File: src/rtl/foc_pwm_modulator_if.sv
// Phase-voltage command bus between the FOC core (master) and the PWM
// modulator (slave). The strobe qualifies all three commands at once and the
// modulator answers with a one-cycle acknowledge when the commands go live.
interface foc_pwm_modulator_if #(
  parameter int DATA_W = 16
);
  logic signed [DATA_W-1:0] phase_voltage_0;
  logic signed [DATA_W-1:0] phase_voltage_1;
  logic signed [DATA_W-1:0] phase_voltage_2;
  logic                     voltage_valid;
  logic                     update_ack;

  modport master (
    output phase_voltage_0,
    output phase_voltage_1,
    output phase_voltage_2,
    output voltage_valid,
    input  update_ack
  );

  modport slave (
    input  phase_voltage_0,
    input  phase_voltage_1,
    input  phase_voltage_2,
    input  voltage_valid,
    output update_ack
  );
endinterface

File: src/rtl/foc_pwm_modulator.sv
// Center-aligned three-phase PWM modulator with per-leg dead-time insertion.
// Voltage commands are scaled to compare values, staged in a pending bank and
// swapped into the active bank only at the triangle valley, so a period is
// never built from a mix of old and new compares. An ADC trigger is raised at
// the triangle peak, where every low-side switch conducts.
module foc_pwm_modulator #(
  parameter int DATA_W   = 16,
  parameter int CNT_W    = 10,
  parameter int PERIOD   = 800,
  parameter int DEADTIME = 16
) (
  input  logic               clk,
  input  logic               reset,
  input  logic               enable,
  foc_pwm_modulator_if.slave cmd,
  output logic [2:0]         pwm_h,
  output logic [2:0]         pwm_l,
  output logic               sample_trigger
);

  localparam int PROD_W = DATA_W + CNT_W;
  localparam int DT_W   = $clog2(DEADTIME + 1);

  localparam logic [CNT_W-1:0] PERIOD_C  = CNT_W'(PERIOD);
  localparam logic [CNT_W-1:0] HALF_C    = CNT_W'(PERIOD / 2);
  localparam logic [CNT_W-1:0] CNT_ZERO  = {CNT_W{1'b0}};
  localparam logic [CNT_W-1:0] CNT_ONE   = CNT_W'(1);
  localparam logic [DT_W-1:0]  DT_FULL   = DT_W'(DEADTIME);
  localparam logic [DT_W-1:0]  DT_RELOAD = DT_W'(DEADTIME - 1);
  localparam logic [DT_W-1:0]  DT_ZERO   = {DT_W{1'b0}};
  localparam logic [DT_W-1:0]  DT_ONE    = DT_W'(1);

  typedef enum logic [1:0] {
    LEG_LOW  = 2'd0,
    LEG_HIGH = 2'd1,
    LEG_DEAD = 2'd2
  } leg_state_e;

  // Offset-binary conversion (flip the sign bit) then a full-width multiply,
  // keeping only the integer part of the fraction of PERIOD.
  function automatic logic [CNT_W-1:0] scale_cmd(input logic [DATA_W-1:0] v);
    logic [DATA_W-1:0] biased;
    logic [PROD_W-1:0] prod;
    biased = {~v[DATA_W-1], v[DATA_W-2:0]};
    prod   = PROD_W'(biased) * PROD_W'(PERIOD_C);
    return CNT_W'(prod >> DATA_W);
  endfunction

  logic [CNT_W-1:0] cnt_q, cnt_d;
  logic             dir_up_q, dir_up_d;
  logic             pend_flag_q, pend_flag_d;
  logic [CNT_W-1:0] pend_q [3];
  logic [CNT_W-1:0] pend_d [3];
  logic [CNT_W-1:0] act_q [3];
  logic [CNT_W-1:0] act_d [3];
  logic [CNT_W-1:0] cmp_s [3];
  logic             xfer_s;
  logic [2:0]       ref_s;

  leg_state_e       state_q [3];
  leg_state_e       state_d [3];
  logic [2:0]       tgt_q, tgt_d;
  logic [DT_W-1:0]  dt_q [3];
  logic [DT_W-1:0]  dt_d [3];
  logic [2:0]       pwm_h_q, pwm_h_d;
  logic [2:0]       pwm_l_q, pwm_l_d;

  // Triangle counter: 0..PERIOD up, PERIOD-1..1 down; parked at 0 when disabled.
  always_comb begin
    cnt_d    = cnt_q;
    dir_up_d = dir_up_q;
    if (!enable) begin
      cnt_d    = CNT_ZERO;
      dir_up_d = 1'b1;
    end else if (dir_up_q) begin
      if (cnt_q >= PERIOD_C) begin
        cnt_d    = PERIOD_C - CNT_ONE;
        dir_up_d = 1'b0;
      end else begin
        cnt_d    = cnt_q + CNT_ONE;
        dir_up_d = 1'b1;
      end
    end else begin
      if (cnt_q <= CNT_ONE) begin
        cnt_d    = CNT_ZERO;
        dir_up_d = 1'b1;
      end else begin
        cnt_d    = cnt_q - CNT_ONE;
        dir_up_d = 1'b0;
      end
    end
  end

  // Scale the three incoming commands into compare values.
  always_comb begin
    cmp_s[0] = scale_cmd(cmd.phase_voltage_0);
    cmp_s[1] = scale_cmd(cmd.phase_voltage_1);
    cmp_s[2] = scale_cmd(cmd.phase_voltage_2);
  end

  // Valley swap of the pending bank into the active bank; a strobe in the
  // same cycle refills the pending bank and stays queued for the next valley.
  always_comb begin
    xfer_s      = enable & (cnt_q == CNT_ZERO) & pend_flag_q;
    pend_flag_d = pend_flag_q;
    for (int n = 0; n < 3; n++) begin
      pend_d[n] = pend_q[n];
      act_d[n]  = act_q[n];
    end
    if (xfer_s) begin
      pend_flag_d = 1'b0;
      for (int n = 0; n < 3; n++) begin
        act_d[n] = pend_q[n];
      end
    end else begin
      pend_flag_d = pend_flag_q;
    end
    if (cmd.voltage_valid) begin
      pend_flag_d = 1'b1;
      for (int n = 0; n < 3; n++) begin
        pend_d[n] = cmp_s[n];
      end
    end else begin
      pend_flag_d = pend_flag_d;
    end
  end

  // Per-leg dead-time FSM: every switch-on waits DEADTIME quiet cycles after
  // the last reference change; gate outputs are decoded from the next state.
  always_comb begin
    for (int n = 0; n < 3; n++) begin
      ref_s[n]   = (cnt_q < act_q[n]);
      state_d[n] = state_q[n];
      tgt_d[n]   = tgt_q[n];
      dt_d[n]    = dt_q[n];
      if (!enable) begin
        state_d[n] = LEG_DEAD;
        tgt_d[n]   = 1'b0;
        dt_d[n]    = DT_RELOAD;
      end else begin
        case (state_q[n])
          LEG_LOW: begin
            if (ref_s[n]) begin
              state_d[n] = LEG_DEAD;
              tgt_d[n]   = 1'b1;
              dt_d[n]    = DT_RELOAD;
            end else begin
              state_d[n] = LEG_LOW;
            end
          end
          LEG_HIGH: begin
            if (!ref_s[n]) begin
              state_d[n] = LEG_DEAD;
              tgt_d[n]   = 1'b0;
              dt_d[n]    = DT_RELOAD;
            end else begin
              state_d[n] = LEG_HIGH;
            end
          end
          LEG_DEAD: begin
            if (ref_s[n] != tgt_q[n]) begin
              tgt_d[n] = ref_s[n];
              dt_d[n]  = DT_RELOAD;
            end else if (dt_q[n] == DT_ZERO) begin
              state_d[n] = tgt_q[n] ? LEG_HIGH : LEG_LOW;
            end else begin
              dt_d[n] = dt_q[n] - DT_ONE;
            end
          end
          default: begin
            state_d[n] = LEG_DEAD;
            tgt_d[n]   = 1'b0;
            dt_d[n]    = DT_RELOAD;
          end
        endcase
      end
      pwm_h_d[n] = (state_d[n] == LEG_HIGH);
      pwm_l_d[n] = (state_d[n] == LEG_LOW);
    end
  end

  // Counter and compare-bank registers.
  always_ff @(posedge clk or posedge reset) begin
    if (reset) begin
      cnt_q       <= CNT_ZERO;
      dir_up_q    <= 1'b1;
      pend_flag_q <= 1'b0;
      for (int n = 0; n < 3; n++) begin
        pend_q[n] <= HALF_C;
        act_q[n]  <= HALF_C;
      end
    end else begin
      cnt_q       <= cnt_d;
      dir_up_q    <= dir_up_d;
      pend_flag_q <= pend_flag_d;
      for (int n = 0; n < 3; n++) begin
        pend_q[n] <= pend_d[n];
        act_q[n]  <= act_d[n];
      end
    end
  end

  // Leg FSM state and registered gate drives.
  always_ff @(posedge clk or posedge reset) begin
    if (reset) begin
      tgt_q   <= 3'b000;
      pwm_h_q <= 3'b000;
      pwm_l_q <= 3'b000;
      for (int n = 0; n < 3; n++) begin
        state_q[n] <= LEG_DEAD;
        dt_q[n]    <= DT_FULL;
      end
    end else begin
      tgt_q   <= tgt_d;
      pwm_h_q <= pwm_h_d;
      pwm_l_q <= pwm_l_d;
      for (int n = 0; n < 3; n++) begin
        state_q[n] <= state_d[n];
        dt_q[n]    <= dt_d[n];
      end
    end
  end

  // Pulses are qualified by enable so neither can appear while stopped.
  assign cmd.update_ack  = xfer_s;
  assign sample_trigger  = enable & (cnt_q == PERIOD_C);
  assign pwm_h           = pwm_h_q;
  assign pwm_l           = pwm_l_q;

endmodule
File: src/flat_wrapper.sv
// flat-port wrapper written by rule: the top's interface ports become plain ports
module foc_pwm_modulator_flat 
#(
  parameter int DATA_W   = 16,
  parameter int CNT_W    = 10,
  parameter int PERIOD   = 800,
  parameter int DEADTIME = 16
)
  (clk, reset, enable, pwm_h, pwm_l, sample_trigger, cmd_phase_voltage_0, cmd_phase_voltage_1, cmd_phase_voltage_2, cmd_voltage_valid, cmd_update_ack);
  foc_pwm_modulator_if #(.DATA_W(DATA_W)) cmd_i ();
  input  logic clk;
  input  logic reset;
  input  logic enable;
  output logic [2:0] pwm_h;
  output logic [2:0] pwm_l;
  output logic sample_trigger;
  input wire logic [$bits(cmd_i.phase_voltage_0)-1:0] cmd_phase_voltage_0;
  input wire logic [$bits(cmd_i.phase_voltage_1)-1:0] cmd_phase_voltage_1;
  input wire logic [$bits(cmd_i.phase_voltage_2)-1:0] cmd_phase_voltage_2;
  input wire logic [$bits(cmd_i.voltage_valid)-1:0] cmd_voltage_valid;
  output wire logic [$bits(cmd_i.update_ack)-1:0] cmd_update_ack;
  assign cmd_i.phase_voltage_0 = cmd_phase_voltage_0;
  assign cmd_i.phase_voltage_1 = cmd_phase_voltage_1;
  assign cmd_i.phase_voltage_2 = cmd_phase_voltage_2;
  assign cmd_i.voltage_valid = cmd_voltage_valid;
  assign cmd_update_ack = cmd_i.update_ack;
  foc_pwm_modulator #(.DATA_W(DATA_W), .CNT_W(CNT_W), .PERIOD(PERIOD), .DEADTIME(DEADTIME)) u_core (.clk(clk), .reset(reset), .enable(enable), .cmd(cmd_i), .pwm_h(pwm_h), .pwm_l(pwm_l), .sample_trigger(sample_trigger));
endmodule
File: config.mk
export PLATFORM = sky130hd
export DESIGN_NAME = foc_pwm_modulator_flat
export DESIGN_NICKNAME = d
export VERILOG_FILES = /design/src/rtl/foc_pwm_modulator_if.sv /design/src/rtl/foc_pwm_modulator.sv /design/src/flat_wrapper.sv
export SDC_FILE = /design/constraint.sdc
export NUM_CORES = 1
export LEC_CHECK = 0
export CORE_MARGIN = 3
export CORE_UTILIZATION = 45
export CTS_CLUSTER_SIZE = 12
export DETAILED_ROUTE_END_ITERATION = 10
export HOLD_SLACK_MARGIN = 0.15
export PLACE_DENSITY = 0.64
export REMOVE_ABC_BUFFERS = 1
export SYNTH_ARGS = -nofsm -noshare
export SYNTH_HDL_FRONTEND = slang
export SYNTH_SLANG_ARGS = --single-unit
File: constraint.sdc
create_clock -name clk -period 4.5 [get_ports clk]
set_input_delay 0.675 -clock clk [delete_from_list [all_inputs] [get_ports clk]]
set_output_delay 0.675 -clock clk [all_outputs]
set_load 0.02 [all_outputs]
==> impl_metrics.env <==
export IMPL_status="completed"
export IMPL_cts_tree="built"
export IMPL_crit_fanout=3
export IMPL_slew_limit_headroom_pct=33.54
export IMPL_synth_flop_cell="dfrtp_1"
export IMPL_area_growth_pct=13.63
export IMPL_yosys_area_top_type="ha_1"
export IMPL_synth_most_common_cell="ha_1"
export IMPL_drc=0
export IMPL_p_per_area_nw_per_um2=363.0
export IMPL_cp_required_ns=4.73
export IMPL_yosysSeqAreaShare_pct=28.07
export IMPL_peakVddDrop_v=0.0001793
export IMPL_criticalPathCategory="in -> reg"
export IMPL_grt_pass1_vias=6562
export IMPL_period_minus_slack_ns=4.108
export IMPL_cts_max_path_buffers=2
export IMPL_overflow=0
export IMPL_vias_per_cell=5.233
export IMPL_drive_gt1_share_pct=9.834
export IMPL_synthAdderAreaFrac_pct=32.13
export IMPL_path_clk_slew_ns=0.07
export IMPL_root_buffer="clkbuf_16"
export IMPL_vias=6761
export IMPL_end_kind="register"
export IMPL_ant_nets=0
export IMPL_die_y_um=149.0
export IMPL_power_uw=3797
export IMPL_synth_simple_area_share_pct=11.32
export IMPL_cp_arrival_ns=4.34
export IMPL_ios=60
export IMPL_clk_insertion_delay_late_ns=0.35
export IMPL_tightest_slew_ns=0.9970
export IMPL_place_port_buffers=59
export IMPL_synthArstFlopShare_pct=100.0
export IMPL_cp_start_kind="input port"
export IMPL_top_layer="met4"
export IMPL_hold_viol=0
export IMPL_cts_resized=0
export IMPL_met2_length_mm=7.651
export IMPL_drtPass1Iterations=4
export IMPL_synth_compound_area_share_pct=13.96
export IMPL_core_area_um2=19780
export IMPL_routed_wl_met3_um=463
export IMPL_synth_xor_area_share_pct=3.711
export IMPL_synth_cells=959
export IMPL_synth_area_leaders="ha_1, dfrtp_1, dfstp_2"
export IMPL_die_area_um2=22210
export IMPL_cap_violations=0
export IMPL_wl_per_cell_um=12.59
export IMPL_synthMuxAreaShare_pct=3.955
export IMPL_antennaDiodeCount=0
export IMPL_timing_setup_tns_ns=0
export IMPL_grt_use_total_pct=15.74
export IMPL_hold_ws_ns=0.4676
export IMPL_cts_made_buffers=9
export IMPL_synth_edff_count=0
export IMPL_synth_top_family_by_area="adder cells"
export IMPL_die_w_um=149.0
export IMPL_antenna_found_initial=0
export IMPL_dpl_hpwl_mm=13.00
export IMPL_leakage_uw=0.005275
export IMPL_fin_crit_sh_pct=91.29
export IMPL_setup_viol=0
export IMPL_num_rows=51
export IMPL_htreeDepth=3
export IMPL_hold_class="reg -> reg"
export IMPL_r2r_cells=9
export IMPL_post_cts_buffers=0
export IMPL_setup_slack_ns=0.3917
export IMPL_ys_warn_count=0
export IMPL_gp_congestion=0.8504
export IMPL_ys_types=78
export IMPL_finClkSkew_ns=0.01093
export IMPL_hold_depth=2
export IMPL_fmax_mhz=243.4
export IMPL_grt_pass1_wl_mm=29.58
export IMPL_place_worst_setup_slack_ns=0.009582
export IMPL_ys_ff_latch=102
export IMPL_drt_met1_wl_mm=7.991
export IMPL_synth_top_area_share_pct=25.28
export IMPL_cts_sink_count=102
export IMPL_place_area_um2=10150
export IMPL_synth_common_cells="ha_1, inv_1, dfrtp_1"
export IMPL_synth_area_per_cell_um2=9.599
export IMPL_rrSetupSlack_ns=1.56
export IMPL_slew_violations=0
export IMPL_drt_iter0_drc=250
export IMPL_drt_wl_total_mm=16.26
export IMPL_finalNetCount=1290
export IMPL_grt_max_degree=84
export IMPL_postLayoutCellArea_um2=10460
export IMPL_syn_area_um2=9205
export IMPL_holdBufCountCts=0
export IMPL_rsz0062_at_grt="false"
export IMPL_initial_core_util_pct=46.53
[metal layers]
metal / GRT usage, % / vias up
met1: 22.68 / 3203
li1: - / 3467
met4: 3.524 / 0
met2: 25.19 / 79
met3: 2.340 / 12
met5: 0 / -
[cells in the final DEF, fill, tap and decap left out, types with 3 or more instances in the layout]
cell             instances
and2_1                   4
nand2b_1                13
a21oi_1                 35
o31ai_1                  4
ha_1                   186
inv_1                  146
nor2b_1                  9
a31oi_1                  7
nor4_1                   4
o21bai_1                 4
xor2_1                  13
clkbuf_16                9
nand4_1                 10
and3_1                  17
maj3_1                   3
nor3b_1                  4
xnor2_1                 26
a211oi_1                 7
mux2_2                  26
clkdlybuf4s50_1         59
a21o_1                  19
nand2_1                 67
nor2_1                  36
o21ai_1                  6
o21a_1                   6
o21ai_0                 51
clkinvlp_4               3
o22ai_1                  6
a211o_1                  4
dfstp_2                 25
fa_1                    30
buf_4                   13
nand3_1                 18
nand3b_1                 3
nor3_1                  14
o211ai_1                 4
or3_1                    3
dfrtp_1                 77
[power by group]
group	leakage (uW)	switching, uW	internal (uW)
sequential	0.00119	122	1250
combinational	0.00395	853	775
clock	0.000140	361	438
total	0.00527	1340	2460
[flip-flops by register name, indices dropped and copies added (netlist names)]
name                count
u_core.act_q           30
u_core.cnt_q           10
u_core.dir_up_q         1
u_core.dt_q            15
u_core.pend_flag_q      1
u_core.pend_q          30
u_core.pwm_h            3
u_core.pwm_l            3
u_core.state_q          6
u_core.tgt_q            3
[layout make-up]
cell class / count / area (um2)
timing repair buffer: 72 / 688.2
multi-input combinational: 690 / 5996
fill: 1846 / 9321
clock buffer: 9 / 225.2
inverter: 147 / 554.3
clock inverter: 7 / 81.33
sequential: 102 / 2584
tap: 265 / 331.6
[critical path, stage by stage]
cell and delay, ns:
clkdlybuf4s50_1 0.46, ha_1 0.31, ha_1 0.28, inv_1 0.05, fa_1 0.49, inv_1 0.04, ha_1 0.31, a211oi_2 0.20
nor2_1 0.10, o41ai_2 0.40, a21oi_2 0.14, a211o_2 0.37, o31ai_4 0.18, xnor2_1 0.09, mux2_4 0.25
[per-stage QoR]
stage	instances	utilization [%]
floorplan	939	-
global placement	1276	51.33
detailed placement	1276	51.33
CTS	1292	52.88
global route	1292	52.88
finish	1292	52.88
[path summary, 6_finish.rpt]
kind | startpoint | end
max in group asynchronous | reset | u_core.pend_q[14]
worst max-delay path | cmd_phase_voltage_0[4] | u_core.pend_q[29]
min in group asynchronous | reset | u_core.dt_q[12]
worst min-delay path | u_core.pend_q[20] | u_core.act_q[20]
worst min register to register | u_core.pend_q[20] | u_core.act_q[20]
worst max register to register | u_core.cnt_q[3] | u_core.dt_q[9]
[logic make-up (layout without fill, tap and decap cells)]
kind of cell / after synthesis / count (layout)
compound gates: 190 / 190
xor+xnor: 39 / 39
fa+ha+maj: 219 / 219
buf+inv: 167 / 235
flops: 102 / 102
mux: 31 / 31
simple gates: 211 / 211
Power figures use the tool's default switching activity.
